--- config.mk ---
export PLATFORM = sky130hd
export DESIGN_NAME = stream_deserializer
export DESIGN_NICKNAME = d
export VERILOG_FILES = /design/src/rtl/stream_deserializer.sv
export SDC_FILE = /design/constraint.sdc
export NUM_CORES = 1
export LEC_CHECK = 0
export CAP_MARGIN = 20
export CORE_UTILIZATION = 47
export CTS_BUF_LIST = sky130_fd_sc_hd__clkbuf_2 sky130_fd_sc_hd__clkbuf_4 sky130_fd_sc_hd__clkbuf_8
export CTS_CLUSTER_DIAMETER = 150
export DETAILED_ROUTE_END_ITERATION = 7
export PLACE_DENSITY = 0.78
export SLEW_MARGIN = 20
export SYNTH_ARGS = -nofsm -noshare
export SYNTH_HDL_FRONTEND = slang
export SYNTH_SLANG_ARGS = --single-unit
--- constraint.sdc ---
create_clock -name iClk -period 2.5 [get_ports iClk]
set_input_delay 0.5 -clock iClk [delete_from_list [all_inputs] [get_ports iClk]]
set_output_delay 0.5 -clock iClk [all_outputs]
set_load 0.05 [all_outputs]
--- src/rtl/stream_deserializer.sv ---
`default_nettype none
// ---------------------------------------------------------------------------
// stream_deserializer: LANES-bit serial beats to DATA_SIZE-bit words with a
// valid/ready holding register and sticky overflow.   Rev 1.0
// ---------------------------------------------------------------------------
module stream_deserializer #(
  parameter int DATA_SIZE = 32,
  parameter int LANES     = 1,
  parameter bit LSB_FIRST = 0
) (
  input  logic                         iClk,
  input  logic                         iRst,
  input  logic                         iEn,
  input  logic                         iLoading,
  input  logic [LANES-1:0]             iData_in,
  input  logic                         iClear,
  input  logic                         iReady,
  output logic [DATA_SIZE-1:0]         oData,
  output logic                         oValid,
  output logic [$clog2(DATA_SIZE):0]   oBit_counter,
  output logic                         oOverflow
);

  localparam int CNT_W = $clog2(DATA_SIZE) + 1;

  typedef enum logic [0:0] {
    IDLE  = 1'b0,
    SHIFT = 1'b1
  } state_t;

  state_t               state;
  state_t               state_next;
  logic [DATA_SIZE-1:0] sr;
  logic [DATA_SIZE-1:0] sr_next;
  logic [CNT_W-1:0]     count_sum;
  logic                 beat;
  logic                 complete;

  generate
    if (LSB_FIRST) begin : g_lsb_first
      assign sr_next = {iData_in, sr[DATA_SIZE-1:LANES]};
    end else begin : g_msb_first
      assign sr_next = {sr[DATA_SIZE-LANES-1:0], iData_in};
    end
  endgenerate

  always_comb begin
    beat       = iEn & iLoading & ~iClear;
    count_sum  = oBit_counter + CNT_W'(LANES);
    complete   = beat && (count_sum == CNT_W'(DATA_SIZE));
    state_next = state;
    if (iClear) begin
      state_next = IDLE;
    end else begin
      case (state)
        IDLE:    if (beat) state_next = complete ? IDLE : SHIFT;
        SHIFT:   if (complete) state_next = IDLE;
        default: state_next = IDLE;
      endcase
    end
  end

  always_ff @(posedge iClk or negedge iRst) begin
    if (!iRst) begin
      state        <= IDLE;
      sr           <= '0;
      oBit_counter <= '0;
    end else if (iClear) begin
      state        <= IDLE;
      sr           <= '0;
      oBit_counter <= '0;
    end else begin
      state <= state_next;
      if (beat) begin
        sr           <= sr_next;
        oBit_counter <= complete ? '0 : count_sum;
      end
    end
  end

  // A completed word is accepted only if the holding register is free or
  // being drained on the same edge; otherwise it is lost and flagged.
  always_ff @(posedge iClk or negedge iRst) begin
    if (!iRst) begin
      oData     <= '0;
      oValid    <= 1'b0;
      oOverflow <= 1'b0;
    end else begin
      if (complete && (!oValid || iReady)) begin
        oData  <= sr_next;
        oValid <= 1'b1;
      end else if (oValid && iReady) begin
        oValid <= 1'b0;
      end

      if (iClear)
        oOverflow <= 1'b0;
      else if (complete && oValid && !iReady)
        oOverflow <= 1'b1;
    end
  end

endmodule
`default_nettype wire

==> results of run 1 <==
## synth_stat cells, drive strengths merged
master	count
and3	1
o21ai	2
a41o	1
o2bb2ai	1
xor2	2
buf	11
dfrtp	71
a21oi	34
a211oi	1
nor4	1
nor3	1
a31o	1
nor2	4
nand3	2
nor4b	1
or3	1
a41oi	2
xnor2	2
nand2	68
nor2b	3
and2	1
mux2	32
nand4	2
a31oi	1
a211o	1
a21o	1
nand3b	1
ha	2
clkbuf	7
## placed cells by master, fill, tap and decap left out, types with 2 or more instances in the layout
cell / instances
xnor2_1: 2
mux2_4: 30
clkbuf_8: 11
buf_4: 5
a41oi_1: 2
mux2_1: 2
nor2b_1: 3
clkdlybuf4s50_1: 45
a21oi_1: 34
nor2_1: 4
xor2_1: 2
nand4_1: 2
ha_1: 2
dfrtp_1: 71
nand2_1: 68
## how the worst min path moves through the flow
stage,from,end,slack [ps]
final,iRst,oBit_counter[5],260
after global placement,oData[0],oData[0],480
after floorplan,iRst,oBit_counter[0],200
after detailed placement,oData[0],oData[0],480
after CTS,iRst,oBit_counter[5],310
after global routing,iRst,oData[29],360
## cell families after synthesis
logic type      count (synthesis)  share of synthesized area
xor+xnor                        4                     0.0115
mux                            32                      0.155
compound gates                 45                     0.0862
simple gates                   86                      0.124
buf+inv                        18                     0.0328
fa+ha+maj                       2                    0.00821
flops                          71                      0.583
## stage by stage
step	utilization	total power, mW
floorplan	-	1.24
global placement	0.583	1.29
detailed placement	0.583	1.29
CTS	0.614	2.18
global route	0.614	2.24
finish	0.614	2.16
## flip-flops by register name, summed over array words and instances (netlist names)
| signal | flops |
|---|---|
| oValid | 1 |
| oBit_counter | 6 |
| oData | 32 |
| oOverflow | 1 |
| sr | 31 |
## per-layer routing
metal  GRT usage  vias to the layer above
li1            -                      961
met2       0.293                       38
met4       0.100                        0
met3      0.0473                       10
met5           0                        -
met1       0.242                      988
## where the power goes
part	switching, mW	internal (mW)	total [mW]
registers	0.00736	1.15	1.16
logic	0.0773	0.0294	0.107
clock network	0.384	0.510	0.895
total	0.469	1.69	2.16
## final cells by class
type / instances / area share
Multi-Input combinational cell: 169 / 0.313
Timing Repair Buffer: 51 / 0.136
Clock buffer: 12 / 0.0425
Clock inverter: 1 / 0.00803
Sequential cell: 71 / 0.475
Tap cell: 75 / 0.0251
==> metrics.yaml, run 1 <==
status:
  status: "complete, no violations"
clock_network:
  cts_hold_buf: 0
  cts_resized: 0
  cts_max_level: 3
  cts_root_buf: "clkbuf_8"
  clockBufferDepth: 2
  clkLatencyLatePin_ps: 340
  numCtsBuffers: 9
  cts_tree: "yes"
  cts_sinks: 71
  postCtsSetupRepairBufs: 0
  cts.clk_slew.worst_paths_ps: 70
global_route:
  overflow: 0
  grt_pass1_wl_mm: 9.14
  gr-usage-all-layers: 0.188
  antenna_found_initial: 0
  grt_max_degree: 72
  grt_pass1_vias: 1956
timing:
  hold_viol_final: 0
  fin_crit_ps: 2210
  fmax_ghz: 0.453
  rsz0062_at_grt: "false"
  finClkSkew_ps: 8.04
  hold_slack_ps: 263
  finalSetupTns_ps: 0
  relSlewSlack: 0.415
  setup_slack_ps: 294
  setup_viol: 0
  slew_violations: 0
  worst_slew_pin_slew_ps: 878
  period_share: 0.883
floorplan:
  die_w_um: 82.5
  fp.dieArea_um2: 6810
  fp.dieH_um: 82.5
  fp-row-count: 28
  initial_core_util: 0.500
  coreArea_um2: 6100
  pin_count: 47
drt:
  avgViaCountPerCell: 5.27
  drc: 0
  firstDrtPassIters: 4
  drt-initial-drc-count: 163
  wl_met3_um: 205
  wl_mm: 5.64
  wl_met1_mm: 2.60
  top_layer_used: "met4"
  wire_per_inst_um: 14.9
  ant_nets: 0
  wl_met2_mm: 2.72
  num_vias: 1997
layout:
  final_area_um2: 3740
  drive_gt1_frac: 0.174
  nets: 311
  fill_cells: 501
  antenna_cells: 0
  multi_input_area_um2: 1170
  final_cells: 379
  regArea_um2: 1780
  syn2layout_area_growth_pct: 22.7
worst_setup_path:
  worst_setup_path_start_kind: "flip-flop"
  worstPathMaxFanout: 7
  critPathLaunch: "oBit_counter[4]"
  reg2reg_from: "oBit_counter[0]"
  path_buf_inv: 1
  slowest_delay_ps: 870
  r2r_setup_slack_ps: 360
  slowest_stage: "clkdlybuf4s50_1"
  worstPathRequired_ps: 2000
  critPathKind: "reg2out"
  crit_chain: "clkdlybuf4s50_1"
  rr_worst_depth: 6
  setup.worst_path.end_class: "output port"
  cp.arrival_ps: 1710
  cp.depth: 1
  r2r_end: "oData[0]"
  crit_family: "buffers and inverters"
  crit_path_end: "oBit_counter[4]"
placement:
  post-place-ws_ps: 349
  placed_area_um2: 3550
  place.gp.congestion: 0.736
  dp_cells: 366
  hpwl_mm: 3.50
  io_buffers: 46
min_path:
  min_path_type: "in2async"
synthesis:
  synthTopCellsByArea: "dfrtp_1, mux2_4, nand2_1"
  ys_ff_latch: 71
  synth_top_area_share: 0.583
  synth_top_area_cell: "dfrtp_1"
  yosys_warnings: 0
  syn_area_um2: 3050
  avgSynthCellArea_um2: 11.8
  yosysSeqAreaShare: 0.583
  synth_cell_type_count: 34
  postSynthCellCount: 258
  syn_nets: 267
job:
  maxCapViolCount: 0
pwr:
  cellPowerDensity_nw_per_um2: 578
  leakage_nw: 1.73
  peakVddDrop_uv: 259
No activity file was read; power rests on OpenSTA's default activity.
==> inputs of run 2 (changes only) <==
--- a/config.mk
+++ b/config.mk
@@ -10,7 +10,7 @@
 export CTS_BUF_LIST = sky130_fd_sc_hd__clkbuf_2 sky130_fd_sc_hd__clkbuf_4 sky130_fd_sc_hd__clkbuf_8
 export CTS_CLUSTER_DIAMETER = 150
 export DETAILED_ROUTE_END_ITERATION = 7
-export PLACE_DENSITY = 0.78
+export PLACE_DENSITY_LB_ADDON = 0.1
 export SLEW_MARGIN = 20
 export SYNTH_ARGS = -nofsm -noshare
 export SYNTH_HDL_FRONTEND = slang
==> run 2 against run 1 <==
Sequential share of layout area increased by 0.60 points. Clock skew decreased by 2.8 ps. Core utilization decreased by 0.76 points. Critical endpoint is now oBit_counter[3].
==> metrics.yaml, run 2 (synthesized netlist as in run 1, its figures left out) <==
status:
  status: "complete, no violations"
worst_setup_path:
  rr_worst_depth: 6
  worstPathRequired_ps: 2000
  setup.worst_path.end_class: "output port"
  crit_family: "buffers and inverters"
  slowest_stage: "clkdlybuf4s50_1"
  crit_chain: "clkdlybuf4s50_1"
  critPathLaunch: "oBit_counter[3]"
  reg2reg_from: "oBit_counter[0]"
  slowest_delay_ps: 870
  worstPathMaxFanout: 9
  path_buf_inv: 1
  critPathKind: "reg2out"
  worst_setup_path_start_kind: "flip-flop"
  r2r_setup_slack_ps: 420
  r2r_end: "oData[0]"
  cp.arrival_ps: 1700
floorplan:
  pin_count: 47
  die_w_um: 82.5
  fp.dieArea_um2: 6810
  fp.dieH_um: 82.5
  fp-row-count: 28
  coreArea_um2: 6100
  initial_core_util: 0.500
drt:
  drt-initial-drc-count: 125
  drc: 0
  ant_nets: 0
  avgViaCountPerCell: 5.14
  wire_per_inst_um: 14.1
  wl_mm: 5.36
  firstDrtPassIters: 4
  num_vias: 1947
timing:
  fmax_ghz: 0.455
  setup_slack_ps: 301
  finClkSkew_ps: 5.28
  worst_slew_pin_slew_ps: 868
  hold_viol_final: 0
  fin_crit_ps: 2200
  slew_violations: 0
  rsz0062_at_grt: "false"
  relSlewSlack: 0.421
  finalSetupTns_ps: 0
  setup_viol: 0
  period_share: 0.880
layout:
  final_common_cell: "dfrtp_1"
  top_regs: "oData: 32 flops, sr: 31 flops, oBit_counter: 6 flops"
  largest_reg_flops: 32
  fin_util: 0.606
  fill_cells: 521
  regMostFlops: "oData"
  drive_gt1_frac: 0.174
  most-common-layout-cells: "dfrtp_1, nand2_1, clkdlybuf4s50_1"
  syn2layout_area_growth_pct: 21.1
  nets: 311
  final_area_um2: 3690
  antenna_cells: 0
clock_network:
  cts_root_buf: "clkbuf_8"
  cts_max_level: 3
  cts_resized: 0
  numCtsBuffers: 9
  clockBufferDepth: 2
  cts_hold_buf: 0
  cts.clk_slew.worst_paths_ps: 70
  clkLatencyLatePin_ps: 330
  postCtsSetupRepairBufs: 0
  cts_sinks: 71
  cts_tree: "yes"
global_route:
  gr-usage-all-layers: 0.176
  grt_pass1_vias: 1802
  grt_max_degree: 72
  antenna_found_initial: 0
  overflow: 0
  grt_pass1_wl_mm: 8.83
placement:
  place.gp.congestion: 0.765
  io_buffers: 46
  placed_area_um2: 3540
  post-place-ws_ps: 326
  hpwl_mm: 3.25
pwr:
  peakVddDrop_uv: 347
  cellPowerDensity_nw_per_um2: 548
  fin_total_pwr_mw: 2.02
  leakage_nw: 1.71
min_path:
  min_path_type: "in2async"
job:
  maxCapViolCount: 0
run 2: cell count changes in the layout (fill, tap and decap cells not counted), sizes merged:
cell / previous run / this run
bufinv: 1 / 0
clkbuf: 12 / 11
clkinv: 0 / 2
run 2: power by group:
group	internal [mW]	switching [mW]
Clock	0.378	0.380
Sequential	1.15	0.00738
Combinational	0.0283	0.0770
Total	1.56	0.464
run 2: per-layer routing:
layer,GRT usage,vias to the layer above,routed length [µm]
met5,0,-,0
met4,0.0931,0,67
met3,0.0374,7,209
met2,0.252,43,2410
met1,0.250,937,2670
li1,-,960,-
run 2: final cells by class:
| cell class | instances | area (µm²) | share of cell area |
|---|---|---|---|
| Clock buffer | 11 | 145 | 0.0393 |
| Sequential cell | 71 | 1780 | 0.481 |
| Tap cell | 75 | 93.8 | 0.0254 |
| Clock inverter | 2 | 10.0 | 0.00271 |
| Timing Repair Buffer | 51 | 495 | 0.134 |
| Multi-Input combinational cell | 169 | 1170 | 0.317 |
run 2: how the worst max path moves through the flow:
stage | to | slack, ps | cells after the start
final | oBit_counter[3] | 300 | 1
after global routing | oBit_counter[3] | 250 | 1
after CTS | oBit_counter[3] | 290 | 1
after detailed placement | oData[0] | 330 | 6
after global placement | oData[0] | 340 | 6
after floorplan | oData[10] | 360 | 6
run 2: metrics by stage:
step / cells / hold WS (ps)
after floorplan: 258 / 204
after global placement: 366 / 480
after detailed placement: 366 / 491
after CTS: 379 / 309
after global routing: 379 / 361
final: 379 / 281
==> patch 1 (settings of run 1) <==
Change the parameter `LSB_FIRST` from 0 to 1.
--- a/src/rtl/stream_deserializer.sv
+++ b/src/rtl/stream_deserializer.sv
@@ -6,7 +6,7 @@
 module stream_deserializer #(
   parameter int DATA_SIZE = 32,
   parameter int LANES     = 1,
-  parameter bit LSB_FIRST = 0
+  parameter bit LSB_FIRST = 1
 ) (
   input  logic                         iClk,
   input  logic                         iRst,
Function: same outputs for any inputs over 10 cycles, from zero or initial values and one cycle with iRst low; that may be too few to reach the edited logic, so the function may still have changed.
==> patch 1 against run 1 <==
- setup slack got worse by 0.19 ns
- synthesized area is 1.9% lower
- first-iteration DRC count fell by 37%
- wire length shrank 0.50%
- non-clock buffer count up 6
- design area grew 0.80%
- cell count increased by 1.1%
- sequential cell count is the same
- die area fell by 1.9%
- power is essentially flat
- hold slack worse by 0.042 ns
- count of clock-buffer cells in the layout is the same
- highest routed layer unchanged
==> patch 1: results (changes against run 1) <==
\begin{tabular}{lr}
\hline
Metric & Value \\
\hline
\multicolumn{2}{l}{\textbf{GRT}} \\
Wire length of the first global-routing pass & 9177 um (was 9135 um) \\
Routing usage on met1 & 0.2451 (was 0.2416) \\
Vias in the first global route & 1934 (was 1956) \\
Total GRT Usage & 0.1906 (was 0.1880) \\
\multicolumn{2}{l}{\textbf{Status}} \\
Outcome & finished clean (unchanged) \\
\multicolumn{2}{l}{\textbf{Routing}} \\
Average wire length per cell after detail routing & 14.66 um (was 14.89 um) \\
Via count & 1986 (was 1997) \\
Met2 wirelength from detailed routing & 2716 um (was 2715 um) \\
Count of routing violations after the opening detailed-route iteration & 102 (was 163) \\
Routed length on met1 & 2566 um (was 2598 um) \\
\multicolumn{2}{l}{\textbf{Placement}} \\
Area after detailed placement & 3558 um\^{}2 (was 3551 um\^{}2) \\
Detailed placement HPWL & 3831 um (was 3496 um) \\
RePlAce Congestion & 0.7016 (was 0.7358) \\
\multicolumn{2}{l}{\textbf{Logic synthesis}} \\
Library cells used by synthesis & 27 (was 34) \\
Net count of the mapped netlist & 260 (was 267) \\
Synth top area cells & sky130\_fd\_sc\_hd\_\_dfrtp\_1 (59\%), sky130\_fd\_sc\_hd\_\_mux2\_4 (15\%), sky130\_fd\_sc\_hd\_\_nand2\_1 (8.4\%), sky130\_fd\_sc\_hd\_\_a21oi\_1 (5.7\%), sky130\_fd\_sc\_hd\_\_clkbuf\_1 (1.4\%) (was sky130\_fd\_sc\_hd\_\_dfrtp\_1 (58\%), sky130\_fd\_sc\_hd\_\_mux2\_4 (15\%), sky130\_fd\_sc\_hd\_\_nand2\_1 (8.4\%), sky130\_fd\_sc\_hd\_\_a21oi\_1 (5.6\%), sky130\_fd\_sc\_hd\_\_buf\_6 (1.5\%)) \\
Average footprint of a synthesized cell & 11.91 um\^{}2 (was 11.82 um\^{}2) \\
\multicolumn{2}{l}{\textbf{Power}} \\
Power Total & 2.163 mW (was 2.162 mW) \\
Combinational cell power & 0.0900 mW (was 0.107 mW) \\
\multicolumn{2}{l}{\textbf{Timing}} \\
Hold Slack & 0.2207 ns (was 0.2628 ns) \\
Setup skew after layout & 0.006806 ns (was 0.008039 ns) \\
Maximum clock frequency & 417.4 MHz (was 453.2 MHz) \\
Worst Tran Pin Value & 0.7434 ns (was 0.8778 ns) \\
\multicolumn{2}{l}{\textbf{Layout}} \\
Fin nets & 313 (was 311) \\
Fraction of layout cells with a size suffix above 1 & 0.2175 (was 0.1743) \\
\multicolumn{2}{l}{\textbf{Setup path}} \\
Critical path peak fanout & 17 (was 7) \\
Last element of the critical path & oData[15] (was oBit\_counter[4]) \\
Arrival time of the worst setup path & 2.62 ns (was 1.71 ns) \\
Launch point of the critical path & oBit\_counter[1] (was oBit\_counter[4]) \\
Setup slack, reg-to-reg & 0.10 ns (was 0.36 ns) \\
\hline
\end{tabular}
==> patch 1: changes by cell type after synthesis, moves of 2 or more <==
cell                       change
sky130_fd_sc_hd__mux2_2        +3
sky130_fd_sc_hd__nor2_1        +2
sky130_fd_sc_hd__mux2_1        -2
sky130_fd_sc_hd__nor2b_1       -3
sky130_fd_sc_hd__buf_1         -5
sky130_fd_sc_hd__inv_1         +2
sky130_fd_sc_hd__nand2b_1      +2
sky130_fd_sc_hd__a41oi_1       -2
sky130_fd_sc_hd__clkbuf_1      +4
==> patch 1: critical path, cell delays in order, from the launching register on <==
cell and delay, ns:
sky130_fd_sc_hd__dfrtp_2 0.46, sky130_fd_sc_hd__ha_2 0.23, sky130_fd_sc_hd__xnor2_1 0.20, sky130_fd_sc_hd__o311ai_2 0.14
sky130_fd_sc_hd__or4b_2 0.73, sky130_fd_sc_hd__buf_6 0.22, sky130_fd_sc_hd__mux2_4 0.31
==> patch 1: kinds of logic after synthesis <==
family                   synth area share
adder cells (fa/ha/maj)          0.008367
buffers and inverters             0.02929
AND/OR/NAND/NOR                    0.1172
flip-flops                         0.5941
XOR/XNOR                          0.01465
multiplexers                       0.1619
AO/OA/AOI/OAI                     0.07448
==> patch 1: layout make-up <==
| class | count | area [um^2] | area share |
|---|---|---|---|
| flip-flops and latches | 71 | 1780 | 0.4723 |
| multi-input cells | 163 | 1129 | 0.2994 |
| repair buffers | 57 | 558.0 | 0.1480 |
| clock buffers | 12 | 158.9 | 0.04215 |
| well taps | 75 | 93.84 | 0.02489 |
| clock inverters | 3 | 42.54 | 0.01128 |
| inverters | 2 | 7.507 | 0.001991 |
==> patch 2 (config.mk and constraints of run 1) <==
Made on the original files. Make the reset (`iRst`) synchronous in 2 clocked blocks.
--- a/src/rtl/stream_deserializer.sv
+++ b/src/rtl/stream_deserializer.sv
@@ -60,7 +60,7 @@
     end
   end
 
-  always_ff @(posedge iClk or negedge iRst) begin
+  always_ff @(posedge iClk) begin
     if (!iRst) begin
       state        <= IDLE;
       sr           <= '0;
@@ -80,7 +80,7 @@
 
   // A completed word is accepted only if the holding register is free or
   // being drained on the same edge; otherwise it is lost and flagged.
-  always_ff @(posedge iClk or negedge iRst) begin
+  always_ff @(posedge iClk) begin
     if (!iRst) begin
       oData     <= '0;
       oValid    <= 1'b0;
Function: differs if iRst is asserted again (counterexample within 4 cycles, from zero or initial values and one cycle with iRst low); with iRst held inactive, the same outputs for 10 cycles.
==> patch 2 against run 1 <==
- power up 1.6%
- clock skew up 0.0042 ns
- sequential cell count unchanged
- global-route usage down 1.1 points
- design area down 5.5%
- fmax down 1.5%
- synthesized cell count up 28%
- wire length down 6.1%
- setup slack worse by 0.032 ns
- synthesized area down 5.8%
- critical path type unchanged
- critical endpoint is now oBit_counter[0]
- highest routed layer unchanged
==> patch 2: results (changes against run 1) <==
\begin{tabular}{lr}
\hline
Metric & Value \\
\hline
\multicolumn{2}{l}{\textbf{Logic synthesis}} \\
Most instantiated cells after synthesis & sky130\_fd\_sc\_hd\_\_nand2\_1 (133), sky130\_fd\_sc\_hd\_\_dfxtp\_1 (71), sky130\_fd\_sc\_hd\_\_a21oi\_1 (35) (was sky130\_fd\_sc\_hd\_\_dfrtp\_1 (71), sky130\_fd\_sc\_hd\_\_nand2\_1 (68), sky130\_fd\_sc\_hd\_\_a21oi\_1 (34)) \\
Net count of the mapped netlist & 338 (was 267) \\
Synth top area cells & sky130\_fd\_sc\_hd\_\_dfxtp\_1 (49\%), sky130\_fd\_sc\_hd\_\_nand2\_1 (17\%), sky130\_fd\_sc\_hd\_\_mux2i\_1 (11\%), sky130\_fd\_sc\_hd\_\_a21oi\_1 (6.1\%), sky130\_fd\_sc\_hd\_\_buf\_6 (1.6\%) (was sky130\_fd\_sc\_hd\_\_dfrtp\_1 (58\%), sky130\_fd\_sc\_hd\_\_mux2\_4 (15\%), sky130\_fd\_sc\_hd\_\_nand2\_1 (8.4\%), sky130\_fd\_sc\_hd\_\_a21oi\_1 (5.6\%), sky130\_fd\_sc\_hd\_\_buf\_6 (1.5\%)) \\
Sequential area share after synthesis & 0.4948 (was 0.5827) \\
Fraction of synthesis flops using an asynchronous set or reset pin & 0 (was 1.000) \\
\multicolumn{2}{l}{\textbf{Setup path}} \\
Arrival time of the worst setup path & 1.74 ns (was 1.71 ns) \\
Reg2Reg Capture Point & oData[27] (was oData[0]) \\
Setup slack, reg-to-reg & 0.42 ns (was 0.36 ns) \\
Delay of the slowest cell on the worst path & 0.90 ns (was 0.87 ns) \\
\multicolumn{2}{l}{\textbf{Routing}} \\
Via count & 2224 (was 1997) \\
Total wirelength of the detailed-routed design & 5296 um (was 5642 um) \\
Met2 wirelength from detailed routing & 2368 um (was 2715 um) \\
Count of routing violations after the opening detailed-route iteration & 107 (was 163) \\
\multicolumn{2}{l}{\textbf{Timing}} \\
Relative slew slack & 0.5879 (was 0.4148) \\
Setup skew after layout & 0.01224 ns (was 0.008039 ns) \\
\multicolumn{2}{l}{\textbf{Power}} \\
VDD IR-drop max & 320.3 uV (was 259.0 uV) \\
Cell internal pwr & 1.710 mW (was 1.693 mW) \\
Leakage component of the power & 1.097 nW (was 1.732 nW) \\
\multicolumn{2}{l}{\textbf{GRT}} \\
Vias in the first global route & 2037 (was 1956) \\
Total GRT Usage & 0.1766 (was 0.1880) \\
\multicolumn{2}{l}{\textbf{Worst hold path}} \\
Path type of the worst min-delay path & register to register (was input pin to asynchronous set/reset pin) \\
\multicolumn{2}{l}{\textbf{CTS}} \\
Number of buffers added for setup after CTS & 0 (unchanged) \\
\multicolumn{2}{l}{\textbf{Layout}} \\
Fin nets & 378 (was 311) \\
\multicolumn{2}{l}{\textbf{Status}} \\
Outcome & finished clean (unchanged) \\
\multicolumn{2}{l}{\textbf{Placement}} \\
RePlAce Congestion & 0.8111 (was 0.7358) \\
\hline
\end{tabular}
## patch 2: kinds of logic (layout without fill, tap and decap cells)
family | count (synthesis) | after routing | share of synthesized area
buffers and inverters | 23 | 68 | 0.05531
and+or+nand+nor | 153 | 153 | 0.2217
adders and majority gates | 2 | 2 | 0.008709
AOI/OAI and AO/OA | 45 | 45 | 0.09844
muxes | 33 | 33 | 0.1150
xor gates and xnor gates | 2 | 2 | 0.006099
DFF | 71 | 71 | 0.4948
## patch 2: worst min-delay path, cell delays in order, from the launching register on
cell and delay [ns]:
sky130_fd_sc_hd__dfxtp_1 0.31, sky130_fd_sc_hd__nand2_1 0.05, sky130_fd_sc_hd__mux2i_1 0.05
## patch 2: how the worst max path moves through the flow
stage	start	end	slack, ns
floorplan	oBit_counter[0]	oData[10]	0.17
finish	oBit_counter[0]	oBit_counter[0]	0.26
global route	oBit_counter[0]	oBit_counter[0]	0.21
CTS	oBit_counter[0]	oBit_counter[0]	0.24
global placement	iClear	oData[31]	0.50
detailed placement	oBit_counter[1]	oData[6]	0.46
## patch 2: through the flow
stage | utilization | cells | worst slack (ns)
after global placement | 0.5602 | 433 | 0.5045
after detailed placement | 0.5602 | 433 | 0.4592
final | 0.5972 | 449 | 0.2612
after global routing | 0.5972 | 449 | 0.2067
after CTS | 0.5972 | 449 | 0.2446
after floorplan | - | 329 | 0.1725
## patch 2: final cells by class
class	count	area, um^2
Sequential cell	71	1421
Clock buffer	9	123.9
Fill cell	534	2385
Inverter	1	3.754
Clock inverter	7	95.09
Multi-Input combinational cell	235	1292
Tap cell	75	93.84
Timing Repair Buffer	51	505.5
## patch 2: layer usage
layer / track usage / vias to the layer above
li1: - / 1160
met1: 0.2161 / 1014
met2: 0.2855 / 45
met3: 0.05455 / 5
met4: 0.07500 / 0
met5: 0 / -
## patch 2: power groups by stage
stage          Clock (mW)  Sequential (mW)  Combinational (mW)
2_1_floorplan           0             1.16              0.0422
3_3_place_gp            0             1.16              0.0574
3_5_place_dp            0             1.16              0.0579
4_1_cts              1.03             1.13              0.0581
5_1_grt              1.08             1.13              0.0631
6_report             1.01             1.13              0.0583
